--- config.mk ---
export PLATFORM = sky130hd
export DESIGN_NAME = calc_ctrl
export DESIGN_NICKNAME = d
export VERILOG_FILES = /design/src/rtl/calc_pkg.sv /design/src/rtl/calc_mul_iter.sv /design/src/rtl/calc_ctrl.sv
export SDC_FILE = /design/constraint.sdc
export NUM_CORES = 1
export LEC_CHECK = 0
export CAP_MARGIN = 20
export CORE_MARGIN = 3
export CORE_UTILIZATION = 40
export DETAILED_ROUTE_END_ITERATION = 16
export DONT_BUFFER_PORTS = 1
export PLACE_DENSITY = 0.66
export SYNTH_ARGS = -nofsm -noshare
export SYNTH_HDL_FRONTEND = slang
export SYNTH_HIERARCHICAL = 1
export SYNTH_SLANG_ARGS = --single-unit
--- constraint.sdc ---
create_clock -name clk_g -period 3.1 [get_ports clk_g]
set_input_delay 0.62 -clock clk_g [delete_from_list [all_inputs] [get_ports clk_g]]
set_output_delay 0.62 -clock clk_g [all_outputs]
set_load 0.01 [all_outputs]
--- src/rtl/calc_pkg.sv ---
// Shared types for the hex calculator sequencing controller.
// Operator codes, controller states and the datapath width.
package calc_pkg;

  localparam int DATA_W = 32;

  typedef enum logic [1:0] {
    OP_ADD = 2'b00,
    OP_SUB = 2'b01,
    OP_MUL = 2'b10,
    OP_AND = 2'b11
  } op_e;

  typedef enum logic [1:0] {
    S_A    = 2'b00,
    S_B    = 2'b01,
    S_CALC = 2'b10,
    S_DONE = 2'b11
  } state_e;

endpackage

--- src/rtl/calc_mul_iter.sv ---
// Iterative shift-add multiplier, one step per clock.
// Ports: start_i/a_i/b_i begin a run, abort_i kills it, done_o/prod_o report it.
module calc_mul_iter
  import calc_pkg::*;
#(
  parameter int STEPS = DATA_W
) (
  input  logic                clk_g,
  input  logic                rst_n,
  input  logic                start_i,
  input  logic [DATA_W-1:0]   a_i,
  input  logic [DATA_W-1:0]   b_i,
  input  logic                abort_i,
  output logic                done_o,
  output logic [2*DATA_W-1:0] prod_o
);

  localparam int CW = $clog2(STEPS + 1);

  logic [2*DATA_W-1:0] acc_q;
  logic [DATA_W-1:0]   a_q;
  logic [CW-1:0]       cnt_q;
  logic                run_q;

  // Low half holds the remaining multiplier bits; the high half
  // accumulates and everything shifts right once per step.
  function automatic logic [2*DATA_W-1:0] step(
    input logic [2*DATA_W-1:0] acc,
    input logic [DATA_W-1:0]   a
  );
    logic [DATA_W:0] s;
    s = {1'b0, acc[2*DATA_W-1:DATA_W]}
      + (acc[0] ? {1'b0, a} : '0);
    return {s, acc[DATA_W-1:1]};
  endfunction

  // The start cycle performs the first step, so the final step
  // lands one edge before the controller consumes the product.
  always_ff @(posedge clk_g or negedge rst_n) begin
    if (!rst_n) begin
      acc_q <= '0;
      a_q   <= '0;
      cnt_q <= '0;
      run_q <= 1'b0;
    end else if (abort_i) begin
      run_q <= 1'b0;
    end else if (start_i) begin
      acc_q <= step({{DATA_W{1'b0}}, b_i}, a_i);
      a_q   <= a_i;
      cnt_q <= CW'(1);
      run_q <= 1'b1;
    end else if (run_q) begin
      if (cnt_q == CW'(STEPS)) begin
        run_q <= 1'b0;
      end else begin
        acc_q <= step(acc_q, a_q);
        cnt_q <= cnt_q + CW'(1);
      end
    end
  end

  assign done_o = run_q && (cnt_q == CW'(STEPS));
  assign prod_o = acc_q;

endmodule

--- src/rtl/calc_ctrl.sv ---
// Hex calculator sequencer: digit entry, operator latch, calculation.
// Ports: key/op/eq/clr pulses in; disp_value/disp_load/busy/ovf out.
module calc_ctrl
  import calc_pkg::*;
#(
  parameter int DIGITS    = 8,
  parameter int MUL_STEPS = 32
) (
  input  logic              clk_g,
  input  logic              rst_n,
  input  logic              key_valid,
  input  logic [3:0]        key_code,
  input  logic              op_valid,
  input  logic [1:0]        op_code,
  input  logic              eq_valid,
  input  logic              clr_valid,
  output logic [DATA_W-1:0] disp_value,
  output logic              disp_load,
  output logic              busy,
  output logic              ovf
);

  localparam int CW = $clog2(DIGITS + 1);

  state_e              state_q, state_d;
  op_e                 op_q, op_d;
  logic [DATA_W-1:0]   a_q, a_d;
  logic [DATA_W-1:0]   b_q, b_d;
  logic [CW-1:0]       cnt_q, cnt_d;
  logic [DATA_W-1:0]   disp_q, disp_d;
  logic                load_q, load_d;
  logic                busy_q, busy_d;
  logic                ovf_q, ovf_d;

  logic                full_w;
  logic [DATA_W:0]     sum_w, dif_w;
  logic                mul_start;
  logic                mul_done;
  logic [2*DATA_W-1:0] prod_w;

  assign full_w = (cnt_q == CW'(DIGITS));
  assign sum_w  = {1'b0, a_q} + {1'b0, b_q};
  assign dif_w  = {1'b0, a_q} - {1'b0, b_q};

  calc_mul_iter #(
    .STEPS(MUL_STEPS)
  ) u_mul (
    .clk_g  (clk_g),
    .rst_n  (rst_n),
    .start_i(mul_start),
    .a_i    (a_q),
    .b_i    (b_q),
    .abort_i(clr_valid),
    .done_o (mul_done),
    .prod_o (prod_w)
  );

  always_comb begin
    state_d   = state_q;
    op_d      = op_q;
    a_d       = a_q;
    b_d       = b_q;
    cnt_d     = cnt_q;
    disp_d    = disp_q;
    load_d    = 1'b0;
    ovf_d     = ovf_q;
    mul_start = 1'b0;

    if (clr_valid) begin
      state_d = S_A;
      a_d     = '0;
      b_d     = '0;
      cnt_d   = '0;
      ovf_d   = 1'b0;
      disp_d  = '0;
      load_d  = 1'b1;
    end else begin
      unique case (state_q)
        S_A: begin
          if (op_valid) begin
            op_d    = op_e'(op_code);
            b_d     = '0;
            cnt_d   = '0;
            state_d = S_B;
          end else if (key_valid && !full_w) begin
            a_d    = {a_q[DATA_W-5:0], key_code};
            cnt_d  = cnt_q + CW'(1);
            disp_d = a_d;
            load_d = 1'b1;
          end
        end
        S_B: begin
          if (op_valid) begin
            op_d = op_e'(op_code);
          end else if (eq_valid) begin
            state_d   = S_CALC;
            mul_start = (op_q == OP_MUL);
          end else if (key_valid && !full_w) begin
            b_d    = {b_q[DATA_W-5:0], key_code};
            cnt_d  = cnt_q + CW'(1);
            disp_d = b_d;
            load_d = 1'b1;
          end
        end
        S_CALC: begin
          if (op_q != OP_MUL || mul_done) begin
            state_d = S_DONE;
            load_d  = 1'b1;
            unique case (op_q)
              OP_ADD: begin
                a_d   = sum_w[DATA_W-1:0];
                ovf_d = sum_w[DATA_W];
              end
              OP_SUB: begin
                a_d   = dif_w[DATA_W-1:0];
                ovf_d = dif_w[DATA_W];
              end
              OP_MUL: begin
                a_d   = prod_w[DATA_W-1:0];
                ovf_d = |prod_w[2*DATA_W-1:DATA_W];
              end
              OP_AND: begin
                a_d   = a_q & b_q;
                ovf_d = 1'b0;
              end
            endcase
            disp_d = a_d;
          end
        end
        S_DONE: begin
          if (op_valid) begin
            op_d    = op_e'(op_code);
            b_d     = '0;
            cnt_d   = '0;
            state_d = S_B;
          end else if (eq_valid) begin
            state_d   = S_CALC;
            mul_start = (op_q == OP_MUL);
          end else if (key_valid) begin
            a_d     = {{(DATA_W-4){1'b0}}, key_code};
            cnt_d   = CW'(1);
            disp_d  = a_d;
            load_d  = 1'b1;
            state_d = S_A;
          end
        end
      endcase
    end

    busy_d = (state_d == S_CALC);
  end

  always_ff @(posedge clk_g or negedge rst_n) begin
    if (!rst_n) begin
      state_q <= S_A;
      op_q    <= OP_ADD;
      a_q     <= '0;
      b_q     <= '0;
      cnt_q   <= '0;
      disp_q  <= '0;
      load_q  <= 1'b0;
      busy_q  <= 1'b0;
      ovf_q   <= 1'b0;
    end else begin
      state_q <= state_d;
      op_q    <= op_d;
      a_q     <= a_d;
      b_q     <= b_d;
      cnt_q   <= cnt_d;
      disp_q  <= disp_d;
      load_q  <= load_d;
      busy_q  <= busy_d;
      ovf_q   <= ovf_d;
    end
  end

  assign disp_value = disp_q;
  assign disp_load  = load_q;
  assign busy       = busy_q;
  assign ovf        = ovf_q;

endmodule

==> results.toml <==
[outcome]
outcome = "finished with violations"
violations = "hold timing, setup timing"

[timing]
fin_hold_ws_ps = -243.1
fin_ws_ps = -1.009
min_period_over_period = 1.000
tightest_slew_ps = 800.1
slew_headroom = 0.4666
grt_setup_unrepaired = "true"
period_needed_ps = 3101
slew_viol_final = 0
skew_ps = 17.69
hold_viol = 210
setup_viol = 1
max_freq_mhz = 322.5

[clock_tree]
cts_tree = "built"
cts_inserted_buffers = 26
path_clk_slew_ps = 60
clock_latency_ps = 560
cts.sinks = 210
cts_max_path_buffers = 3
cts_root_buf = "clkbuf_16"
htree_levels = 1

[synthesis]
synthArstFlopShare = 1.000
synth_area_leaders = "dfrtp_1 32%, ha_1 8.0%, o21ai_0 5.9%"
avgSynthCellArea_sq_um = 8.357
synth-edff-count = 0
synth_top_cell_area_share = 0.3200
yosysWarnings = 6
synth_sequential_area_ratio = 0.3200
syn_nets = 2085
yosysUniqueCellTypes = 86
yosys.area.top_type = "dfrtp_1"
ys.flop_type = "dfrtp_1"
ys_seq_elements = 210
synth_area_sq_mm = 0.01642
synth_cells = 1965

[floorplanning]
core_area_sq_mm = 0.04019
die_area_sq_mm = 0.04352
io_pins = 47
die_h_um = 208.6
num_rows = 73
start_util = 0.4086
die_x_um = 208.6

[finish]
areaGrowthSynthToFinish_pct = 20.97
layout_common_cells = "233 x buf_4, 207 x dfrtp_1, 187 x nand2_1"
fillCellCount = 3881
final_common_cell = "buf_4"
drive_gt1_frac = 0.2154
register_area_sq_mm = 0.005259
n_antenna_cell = 0
fin_area_sq_mm = 0.01987
instances_no_fill = 2642
multiInputGateArea_sq_mm = 0.01086
nets = 2220

[worst_setup_path]
crit_path_cell_trace = "inv_2 > ha_4 > or4_4 > or3_4 > a21oi_4 > buf_6 > o21ai_4 > a2111oi_4 > nor4_1 > o311a_1 > a211oi_2 > o21ai_1"
crit_buf_inv = 2
endpoint_kind = "flip-flop"
critPathMaxFanout = 5
timing.rr.end = "disp_value[15]"
crit_family = "compound AO/OA/AOI/OAI gates"
crit_type = "flip-flop to flip-flop"
critPathSlowestCell = "or4_4"
startpoint = "b_q[9]"
critical_path_required_ps = 3540
crit_cells = 12
cp-endpoint = "disp_value[15]"
arrival_ps = 3540
worst_setup_path_start_kind = "flip-flop"
worst-r2r-setup-slack_ps = -1
ff2ff_path_depth = 12
worst_path_largest_cell_delay_ps = 560
reg2reg_from = "b_q[9]"

[grt]
overflow = 0
grt_pass1_vias = 15990
grt_antenna_before_repair = 1
groute.usage.overall = 0.2850
grt_pass1_wl_mm = 97.99
grt_max_degree = 211

[placement]
pre_cts_slack_ps = -269.0
numPortBuffers = 0
placed_area_sq_mm = 0.01843
dp.cells = 2589
gp_congestion = 1.000
dpl.hpwl_mm = 46.05

[power]
p_comb_frac = 0.353
ir_drop_mv = 0.4192
p_seq_frac = 0.338
total_leakage_power_nw = 9.004
power.share.clock = 0.309
finalPower_mw = 10.09
swShare = 0.3624
p_int_mw = 6.436
powerDensity_mw_per_mm2 = 508.2
p_switching_mw = 3.659

[route]
drt_iter0_drc = 1560
drc = 0
routed_via_density = 6.251
drt-pass1-iter-count = 9
wire_per_inst_um = 24.38
totalWireLength_mm = 64.41
dr_total_vias = 16510
ant_nets = 0

[hold_path]
hold_class = "input pin to async pin"

[job]
maxCapViolCount = 0
cell usage after synthesis (16+ instances only):
library cell and instances:
xnor2_1 40, nor3_1 43, buf_2 18, clkbuf_1 109, o21ai_0 192, o21a_1 23, a22oi_1 62, and3_1 16
dfrtp_1 210, nand4_1 17, a21o_1 43, mux2_2 39, nand2b_1 25, o211ai_1 19, a221oi_1 16, nand3_1 22
xor2_1 17, a211oi_1 33, nand2_1 187, mux2i_1 47, a21oi_1 166, o31ai_1 22, a31oi_1 24, inv_1 84
ha_1 105, and2_1 42, nor2b_1 17, nor2_1 128
timing repair:
item	CTS	global route
endpoints found under the setup margin	33	42
buffers inserted	6	3
gates resized for setup	25	94
endpoints found under the hold margin	210	210
pin swaps	11	23
cell type report:
cell class | count | share of cell area
multi-input cells | 1534 | 0.5465
flip-flops and latches | 210 | 0.2647
repair buffers | 243 | 0.09637
clock buffers | 39 | 0.03880
well taps | 525 | 0.03307
inverters | 85 | 0.01606
clock inverters | 6 | 0.004472
routing by layer:
metal,track usage,routed length (um)
met5,0,0
met4,0.1106,2849
met3,0.05059,4942
met2,0.4439,28690
met1,0.3960,27930
worst min-delay path by stage:
stage          slack, ps         endpoint  cells past startpoint
6_report            -240  u_mul/prod_o[7]                      0
5_1_grt             -270  u_mul/prod_o[7]                      0
4_1_cts             -270  u_mul/prod_o[7]                      0
3_5_place_dp         330  u_mul/prod_o[7]                      0
3_3_place_gp         330  u_mul/prod_o[7]                      0
2_1_floorplan        320           a_q[0]                      0
cells by family after synthesis:
family / count (synthesis) / share of synthesized area
buffers and inverters: 221 / 0.05318
multiplexers: 94 / 0.06636
XOR/XNOR: 57 / 0.03040
adder cells (fa/ha/maj): 108 / 0.08366
AO/OA/AOI/OAI: 732 / 0.2904
flip-flops: 210 / 0.3200
AND/OR/NAND/NOR: 543 / 0.1560
metrics by stage:
step	TNS, ps	utilization
2_1_floorplan	0	-
3_3_place_gp	-1323	0.4585
3_5_place_dp	-3077	0.4585
4_1_cts	-2.921	0.4849
5_1_grt	-844.1	0.4943
6_report	-1.009	0.4943
state kept, by name (all words and copies together), names as in the netlist:
register      flops
u_mul/prod_o     64
disp_load         1
disp_value       32
b_q              32
op_q              2
state_q           2
u_mul/cnt_q       6
u_mul/a_q        32
cnt_q             4
busy              1
u_mul/run_q       1
a_q              32
ovf               1
worst reg2reg max path: cells and delay by family, from the launching register on:
kind	cells	cell delay [ps]
adder cells (fa/ha/maj)	1	220
AO/OA/AOI/OAI	6	1160
AND/OR/NAND/NOR	3	1000
buffers and inverters	2	210
flip-flops	1	380
power by group through the flow:
stage / Clock (mW) / Combinational [mW] / Sequential (mW)
global route: 3.29 / 3.85 / 3.45
global placement: 0 / 3.27 / 3.44
detailed placement: 0 / 3.30 / 3.45
CTS: 3.19 / 3.38 / 3.40
floorplan: 0 / 2.17 / 3.33
finish: 3.12 / 3.56 / 3.41
Power figures use the tool's default switching activity.
